[src/rtl/seven_segment_scanner_pkg.sv]
// Shared definitions for the seven-segment scanner: glyphs and scan states.
// Glyphs are active-low, bit order {g,f,e,d,c,b,a}.
package seven_segment_scanner_pkg;

    localparam logic [6:0] SEG_0     = 7'h40;
    localparam logic [6:0] SEG_1     = 7'h79;
    localparam logic [6:0] SEG_2     = 7'h24;
    localparam logic [6:0] SEG_3     = 7'h30;
    localparam logic [6:0] SEG_4     = 7'h19;
    localparam logic [6:0] SEG_5     = 7'h12;
    localparam logic [6:0] SEG_6     = 7'h02;
    localparam logic [6:0] SEG_7     = 7'h78;
    localparam logic [6:0] SEG_8     = 7'h00;
    localparam logic [6:0] SEG_9     = 7'h10;
    localparam logic [6:0] SEG_A     = 7'h08;
    localparam logic [6:0] SEG_B     = 7'h03;
    localparam logic [6:0] SEG_C     = 7'h46;
    localparam logic [6:0] SEG_D     = 7'h21;
    localparam logic [6:0] SEG_E     = 7'h06;
    localparam logic [6:0] SEG_F     = 7'h0E;
    localparam logic [6:0] SEG_BLANK = 7'h7F;

    // IDLE: dark and waiting for Enable; BLANK: anti-ghosting gap; SHOW: one digit lit.
    typedef enum logic [1:0] {
        ST_IDLE  = 2'd0,
        ST_BLANK = 2'd1,
        ST_SHOW  = 2'd2
    } scanState_t;

endpackage

[src/rtl/seven_segment_scanner_if.sv]
// Display-side bundle of the scanner: scan controls and frame data in,
// active-low display drive out. The scanner is the slave side.
interface seven_segment_scanner_if #(
    parameter int DIGITS = 4
);
    logic                  ScanTick;
    logic                  Enable;
    logic                  LeadingZeroBlank;
    logic [4*DIGITS-1:0]   Value;
    logic [DIGITS-1:0]     DotMask;
    logic [DIGITS-1:0]     Anodes;
    logic [6:0]            Segments;
    logic                  Dot;
    logic                  FrameStart;

    modport master (
        output ScanTick, Enable, LeadingZeroBlank, Value, DotMask,
        input  Anodes, Segments, Dot, FrameStart
    );

    modport slave (
        input  ScanTick, Enable, LeadingZeroBlank, Value, DotMask,
        output Anodes, Segments, Dot, FrameStart
    );
endinterface

[src/rtl/hex_to_seven_segment.sv]
// Combinational hex nibble to active-low seven-segment glyph (b and d lower-case).
module hex_to_seven_segment
    import seven_segment_scanner_pkg::*;
(
    input  logic [3:0] Nibble,
    output logic [6:0] Segments
);

    // Glyph lookup; every nibble value has an entry.
    always_comb begin
        // NOTE: a default ahead of the case keeps every path assigned, so no latch is inferred.
        Segments = SEG_BLANK;
        case (Nibble)
            4'h0: Segments = SEG_0;
            4'h1: Segments = SEG_1;
            4'h2: Segments = SEG_2;
            4'h3: Segments = SEG_3;
            4'h4: Segments = SEG_4;
            4'h5: Segments = SEG_5;
            4'h6: Segments = SEG_6;
            4'h7: Segments = SEG_7;
            4'h8: Segments = SEG_8;
            4'h9: Segments = SEG_9;
            4'hA: Segments = SEG_A;
            4'hB: Segments = SEG_B;
            4'hC: Segments = SEG_C;
            4'hD: Segments = SEG_D;
            4'hE: Segments = SEG_E;
            4'hF: Segments = SEG_F;
            default: Segments = SEG_BLANK;
        endcase
    end

endmodule

[src/rtl/seven_segment_scanner.sv]
// Time-multiplexed common-anode display driver. Scan timing advances only on
// ScanTick strobes; a coherent copy of Value/DotMask/LeadingZeroBlank is taken
// once per frame so mid-frame input changes never tear the display.
module seven_segment_scanner
    import seven_segment_scanner_pkg::*;
#(
    parameter int DIGITS      = 4,
    parameter int ON_TICKS    = 4,
    parameter int BLANK_TICKS = 1,
    parameter int TICK_BITS   = 4
)
(
    input logic                    InputCLK,
    input logic                    Reset,
    seven_segment_scanner_if.slave Bus
);

    localparam int IDX_BITS = (DIGITS > 1) ? $clog2(DIGITS) : 1;
    localparam logic [IDX_BITS-1:0]  LAST_DIGIT = IDX_BITS'(DIGITS - 1);
    localparam logic [TICK_BITS-1:0] ON_LAST    = TICK_BITS'(ON_TICKS - 1);
    localparam logic [TICK_BITS-1:0] BLANK_LAST = TICK_BITS'((BLANK_TICKS > 0) ? BLANK_TICKS - 1 : 0);
    // Every digit is entered through the gap, unless the gap is configured away.
    localparam scanState_t DIGIT_ENTRY = (BLANK_TICKS > 0) ? ST_BLANK : ST_SHOW;

    scanState_t           stateReg, stateNext;
    logic [IDX_BITS-1:0]  digitIdx, digitIdxNext;
    logic [TICK_BITS-1:0] tickCount, tickCountNext;
    logic                 frameLatch;

    logic [4*DIGITS-1:0]  frameValue;
    logic [DIGITS-1:0]    frameDots;
    logic                 frameLzb;
    logic [DIGITS-1:0]    blankMask;
    logic                 zeroRun;

    logic [3:0]           shownNibble;
    logic [6:0]           glyph;

    logic [DIGITS-1:0]    anodesReg;
    logic [6:0]           segmentsReg;
    logic                 dotReg;
    logic                 frameStartReg;

    // Scan sequencing: next state, digit index, tick count and frame-latch strobe.
    always_comb begin
        stateNext     = stateReg;
        digitIdxNext  = digitIdx;
        tickCountNext = tickCount;
        frameLatch    = 1'b0;
        if (!Bus.Enable) begin
            stateNext     = ST_IDLE;
            digitIdxNext  = '0;
            tickCountNext = '0;
        end else begin
            case (stateReg)
                ST_IDLE: begin
                    // A ScanTick in this cycle is deliberately not counted.
                    stateNext     = DIGIT_ENTRY;
                    digitIdxNext  = '0;
                    tickCountNext = '0;
                    frameLatch    = 1'b1;
                end
                ST_BLANK: begin
                    if (Bus.ScanTick) begin
                        if (tickCount == BLANK_LAST) begin
                            stateNext     = ST_SHOW;
                            tickCountNext = '0;
                        end else begin
                            tickCountNext = tickCount + 1'b1;
                        end
                    end
                end
                ST_SHOW: begin
                    if (Bus.ScanTick) begin
                        if (tickCount == ON_LAST) begin
                            stateNext     = DIGIT_ENTRY;
                            tickCountNext = '0;
                            if (digitIdx == LAST_DIGIT) begin
                                digitIdxNext = '0;
                                frameLatch   = 1'b1;
                            end else begin
                                digitIdxNext = digitIdx + 1'b1;
                            end
                        end else begin
                            tickCountNext = tickCount + 1'b1;
                        end
                    end
                end
                default: stateNext = ST_IDLE;
            endcase
        end
    end

    // Scan state registers.
    always_ff @(posedge InputCLK or posedge Reset) begin
        // NOTE: non-blocking assignments so every flop samples pre-edge values regardless of block order.
        if (Reset) begin
            stateReg  <= ST_IDLE;
            digitIdx  <= '0;
            tickCount <= '0;
        end else begin
            stateReg  <= stateNext;
            digitIdx  <= digitIdxNext;
            tickCount <= tickCountNext;
        end
    end

    // Frame snapshot, taken on entry from IDLE and on every digit wrap.
    always_ff @(posedge InputCLK or posedge Reset) begin
        // NOTE: the snapshot is plain flops rather than a memory, so it takes the async clear like everything else.
        if (Reset) begin
            frameValue <= '0;
            frameDots  <= '0;
            frameLzb   <= 1'b0;
        end else if (frameLatch) begin
            frameValue <= Bus.Value;
            frameDots  <= Bus.DotMask;
            frameLzb   <= Bus.LeadingZeroBlank;
        end
    end

    // Leading-zero mask: zero digits from the top down to the first nonzero; digit 0 always shows.
    always_comb begin
        blankMask = '0;
        zeroRun   = 1'b1;
        for (int i = DIGITS - 1; i >= 1; i--) begin
            zeroRun      = zeroRun & (frameValue[4*i +: 4] == 4'h0);
            blankMask[i] = frameLzb & zeroRun;
        end
    end

    assign shownNibble = frameValue[4*digitIdx +: 4];

    hex_to_seven_segment uDecode (
        .Nibble   (shownNibble),
        .Segments (glyph)
    );

    // Registered display drive, one cycle behind the scan state.
    always_ff @(posedge InputCLK or posedge Reset) begin
        if (Reset) begin
            anodesReg     <= '1;
            segmentsReg   <= SEG_BLANK;
            dotReg        <= 1'b1;
            frameStartReg <= 1'b0;
        end else begin
            frameStartReg <= frameLatch;
            if (stateReg == ST_SHOW) begin
                anodesReg   <= ~(DIGITS'(1) << digitIdx);
                segmentsReg <= blankMask[digitIdx] ? SEG_BLANK : glyph;
                dotReg      <= ~frameDots[digitIdx];
            end else begin
                anodesReg   <= '1;
                segmentsReg <= SEG_BLANK;
                dotReg      <= 1'b1;
            end
        end
    end

    assign Bus.Anodes     = anodesReg;
    assign Bus.Segments   = segmentsReg;
    assign Bus.Dot        = dotReg;
    assign Bus.FrameStart = frameStartReg;

endmodule

[src/flat_wrapper.sv]
// flat-port wrapper written by rule: the top's interface ports become plain ports
module seven_segment_scanner_flat import seven_segment_scanner_pkg::*;
#(
    parameter int DIGITS      = 4,
    parameter int ON_TICKS    = 4,
    parameter int BLANK_TICKS = 1,
    parameter int TICK_BITS   = 4
)
  (InputCLK, Reset, Bus_ScanTick, Bus_Enable, Bus_LeadingZeroBlank, Bus_Value, Bus_DotMask, Bus_Anodes, Bus_Segments, Bus_Dot, Bus_FrameStart);
  seven_segment_scanner_if #(.DIGITS(DIGITS)) Bus_i ();
  input logic InputCLK;
  input logic Reset;
  input wire logic [$bits(Bus_i.ScanTick)-1:0] Bus_ScanTick;
  input wire logic [$bits(Bus_i.Enable)-1:0] Bus_Enable;
  input wire logic [$bits(Bus_i.LeadingZeroBlank)-1:0] Bus_LeadingZeroBlank;
  input wire logic [$bits(Bus_i.Value)-1:0] Bus_Value;
  input wire logic [$bits(Bus_i.DotMask)-1:0] Bus_DotMask;
  output wire logic [$bits(Bus_i.Anodes)-1:0] Bus_Anodes;
  output wire logic [$bits(Bus_i.Segments)-1:0] Bus_Segments;
  output wire logic [$bits(Bus_i.Dot)-1:0] Bus_Dot;
  output wire logic [$bits(Bus_i.FrameStart)-1:0] Bus_FrameStart;
  assign Bus_i.ScanTick = Bus_ScanTick;
  assign Bus_i.Enable = Bus_Enable;
  assign Bus_i.LeadingZeroBlank = Bus_LeadingZeroBlank;
  assign Bus_i.Value = Bus_Value;
  assign Bus_i.DotMask = Bus_DotMask;
  assign Bus_Anodes = Bus_i.Anodes;
  assign Bus_Segments = Bus_i.Segments;
  assign Bus_Dot = Bus_i.Dot;
  assign Bus_FrameStart = Bus_i.FrameStart;
  seven_segment_scanner #(.DIGITS(DIGITS), .ON_TICKS(ON_TICKS), .BLANK_TICKS(BLANK_TICKS), .TICK_BITS(TICK_BITS)) u_core (.InputCLK(InputCLK), .Reset(Reset), .Bus(Bus_i));
endmodule
[config.mk]
export PLATFORM = sky130hd
export DESIGN_NAME = seven_segment_scanner_flat
export DESIGN_NICKNAME = d
export VERILOG_FILES = /design/src/rtl/seven_segment_scanner_pkg.sv /design/src/rtl/seven_segment_scanner_if.sv /design/src/rtl/hex_to_seven_segment.sv /design/src/rtl/seven_segment_scanner.sv /design/src/flat_wrapper.sv
export SDC_FILE = /design/constraint.sdc
export NUM_CORES = 1
export LEC_CHECK = 0
export CAP_MARGIN = 25
export CORE_MARGIN = 2
export CORE_UTILIZATION = 30
export DETAILED_ROUTE_END_ITERATION = 12
export PLACE_DENSITY = 0.5
export SYNTH_ARGS = -nofsm -noshare
export SYNTH_HDL_FRONTEND = slang
export SYNTH_SLANG_ARGS = --single-unit
[constraint.sdc]
create_clock -name InputCLK -period 4.65 [get_ports InputCLK]
set_input_delay 1.395 -clock InputCLK [delete_from_list [all_inputs] [get_ports InputCLK]]
set_output_delay 1.395 -clock InputCLK [all_outputs]
set_load 0.03 [all_outputs]
==> out/metrics.cfg <==
[cells_and_area]
drive_gt1_share_pct = 20.0
area_growth_pct = 25.5
fin_nets = 280
fin_area_um2 = 2950
final_common_cell = clkdlybuf4s50_1
n_antenna_cell = 0
final_core_util_pct = 38.5
stdcell_count = 342
final_cell_mix = clkdlybuf4s50_1, dfrtp_1, mux2_2, ha_1, inv_1

[clocking]
h-tree-depth = 2
clockRootBuffer = clkbuf_8
cts_setup_buffers = 0
cts.path.max_buffers = 2
cts_hold_buf = 0
post_cts_resized = 0
cts_inserted_buffers = 5
cts.sinks = 42
clkTransAtPathRegs_ps = 90
clock_latency_ps = 300
cts_tree = yes

[drt]
drt_first_pass_iters = 4
wire_per_inst_um = 14.2
routed_via_density = 4.83
wl_met3_um = 182
wl_met2_um = 2270
drcViolationCount = 0
wl_met1_um = 2360
routed.top_layer = met4
ant_nets = 0
drtIter0Drc = 67
wirelength_um = 4870
route.vias.total = 1651

[worst_setup_path]
critPathKind = reg2out
path_max_fanout = 1
path_cells = clkdlybuf4s50_1
crit_buf_inv = 1
cp_top_family = buffers and inverters
critPathMaxStageDelay_ps = 660
crit_cells = 1
critPathLaunchType = flip-flop
reg2regPathDepth = 8
endpoint_kind = output port
required_ps = 3250
critical_path_arrival_ps = 1480
crit_slowest_cell = clkdlybuf4s50_1

[timing]
slew_viol_final = 0
setup_violations = 0
tightest_slew_ps = 889
setup_ws_ps = 1770
rsz0062_at_grt = no
clock_skew_ps = 7.93
hold_viol_final = 0
timing.final.crit_share_pct = 61.9
tns_ps = 0
whs_ps = 499
min_period_ps = 2880
relSlewSlack_pct = 40.7
fmax_ghz = 0.348

[floorplanning]
coreArea_um2 = 7650
start_util_pct = 30.7
fp.dieArea_um2 = 8550
die_h_um = 92.5
rows = 32
fp.dieW_um = 92.5
pin_count = 38

[placement]
gp_congestion = 0.771
pre_cts_slack_ps = 1560
post_dp_cell_area_um2 = 2830
port_buffers = 37
placed_cells = 334
hpwl_um = 3580

[logic_synthesis]
syn_avg_cell_area_um2 = 11.7
synth-edff-count = 0
yosysWarnings = 0
netlist_area_um2 = 2350
synth_seq_area_share_pct = 45.4
synth_cell_types = 45
synth-async-reset-ratio_pct = 100
syn_nets = 241
postSynthCellCount = 200
synth-seq-cells = 42
ys.flop_type = dfrtp_1

[worst_hold_path]
min_path_type = reg2reg
hold_depth = 1

[pwr]
ir_worst_vdd_uv = 145
p_sw_mw = 0.499
clkPwrFrac_pct = 20.8
p_sw_share_pct = 35.2
combPwrFrac_pct = 39.1
p_per_area_nw_per_um2 = 480
p_int_mw = 0.918
p_total_mw = 1.42
power_leakage_nw = 1.20
seq_power_share_pct = 40.1

[global_routing]
grt_overflow = 0
grt_pass1_vias = 1704
grt_max_degree = 24
grt_pass1_wl_um = 8650
antenna_found_initial = 0
grt_usage_pct = 12.7

[run_status]
status = completed

[flow_run]
drv_cap = 0

worst paths after layout:
path | start | to | slack, ps
worst max-delay path | u_core.Bus.Dot$_DFF_PP1_ | Bus_Dot | 1770
worst min-delay path | u_core.frameLzb$_DFFE_PP0P_ | u_core.frameLzb$_DFFE_PP0P_ | 500
worst max register to register | u_core.digitIdx[0]$_DFFE_PP0P_ | u_core.Bus.Segments[0]$_DFF_PP1_ | 2030
worst min register to register | u_core.frameLzb$_DFFE_PP0P_ | u_core.frameLzb$_DFFE_PP0P_ | 500
max in group asynchronous | Reset | u_core.Bus.Segments[0]$_DFF_PP1_ | 2310
min in group asynchronous | Reset | u_core.frameValue[14]$_DFFE_PP0P_ | 1570
power groups by stage:
stage               combinational [mW]  sequential, mW  clock [mW]
finish                           0.553           0.568       0.295
detailed placement               0.555           0.577           0
global placement                 0.555           0.573           0
floorplan                        0.412           0.570           0
CTS                              0.559           0.569       0.306
global route                     0.621           0.589       0.324
flip-flops by register name, indices dropped and copies added (netlist names):
name	count
u_core.Bus.FrameStart	1
u_core.frameLzb	1
u_core.tickCount	4
u_core.Bus.Segments	7
u_core.Bus.Dot	1
u_core.Bus.Anodes	4
u_core.frameDots	4
u_core.stateReg	2
u_core.frameValue	16
u_core.digitIdx	2
routing by layer:
metal | vias up | global-route usage, %
li1 | 804 | -
met1 | 808 | 17.4
met2 | 33 | 20.3
met3 | 6 | 2.85
met4 | 0 | 3.61
met5 | - | 0
cell type report:
type / count / area [um^2]
multi-input cells: 136 / 1190
inverters: 13 / 48.8
clock buffers: 5 / 68.8
well taps: 102 / 128
flip-flops and latches: 42 / 1070
clock inverters: 3 / 45.0
repair buffers: 41 / 400
fillers: 743 / 4700
Yosys cell counts, types with 3 or more instances:
cell	number	area (um^2)
mux2i_1	7	70.1
dfrtp_1	30	751
a21oi_1	3	15.0
buf_2	4	20.0
nor3b_1	3	22.5
ha_1	16	200
nor3_1	3	15.0
mux2_1	10	113
o21ai_0	6	30.0
nand3_1	6	30.0
inv_1	13	48.8
nor2b_1	4	25.0
nor2_1	10	37.5
mux2_2	16	180
dfstp_2	12	315
mux4_2	5	113
o21ai_1	3	15.0
a22oi_1	4	30.0
a22o_1	3	26.3
nand2_1	7	26.3
clkbuf_1	3	11.3
cell families (layout without fill, tap and decap cells):
logic type | count (synthesis) | after routing | share of synthesized area, %
xor+xnor | 1 | 1 | 0.373
mux | 38 | 38 | 20.2
compound gates | 34 | 34 | 10.1
simple gates | 47 | 47 | 11.3
fa+ha+maj | 16 | 16 | 8.52
buf+inv | 22 | 62 | 4.05
flops | 42 | 42 | 45.4
(Power assumes the default switching activity.)
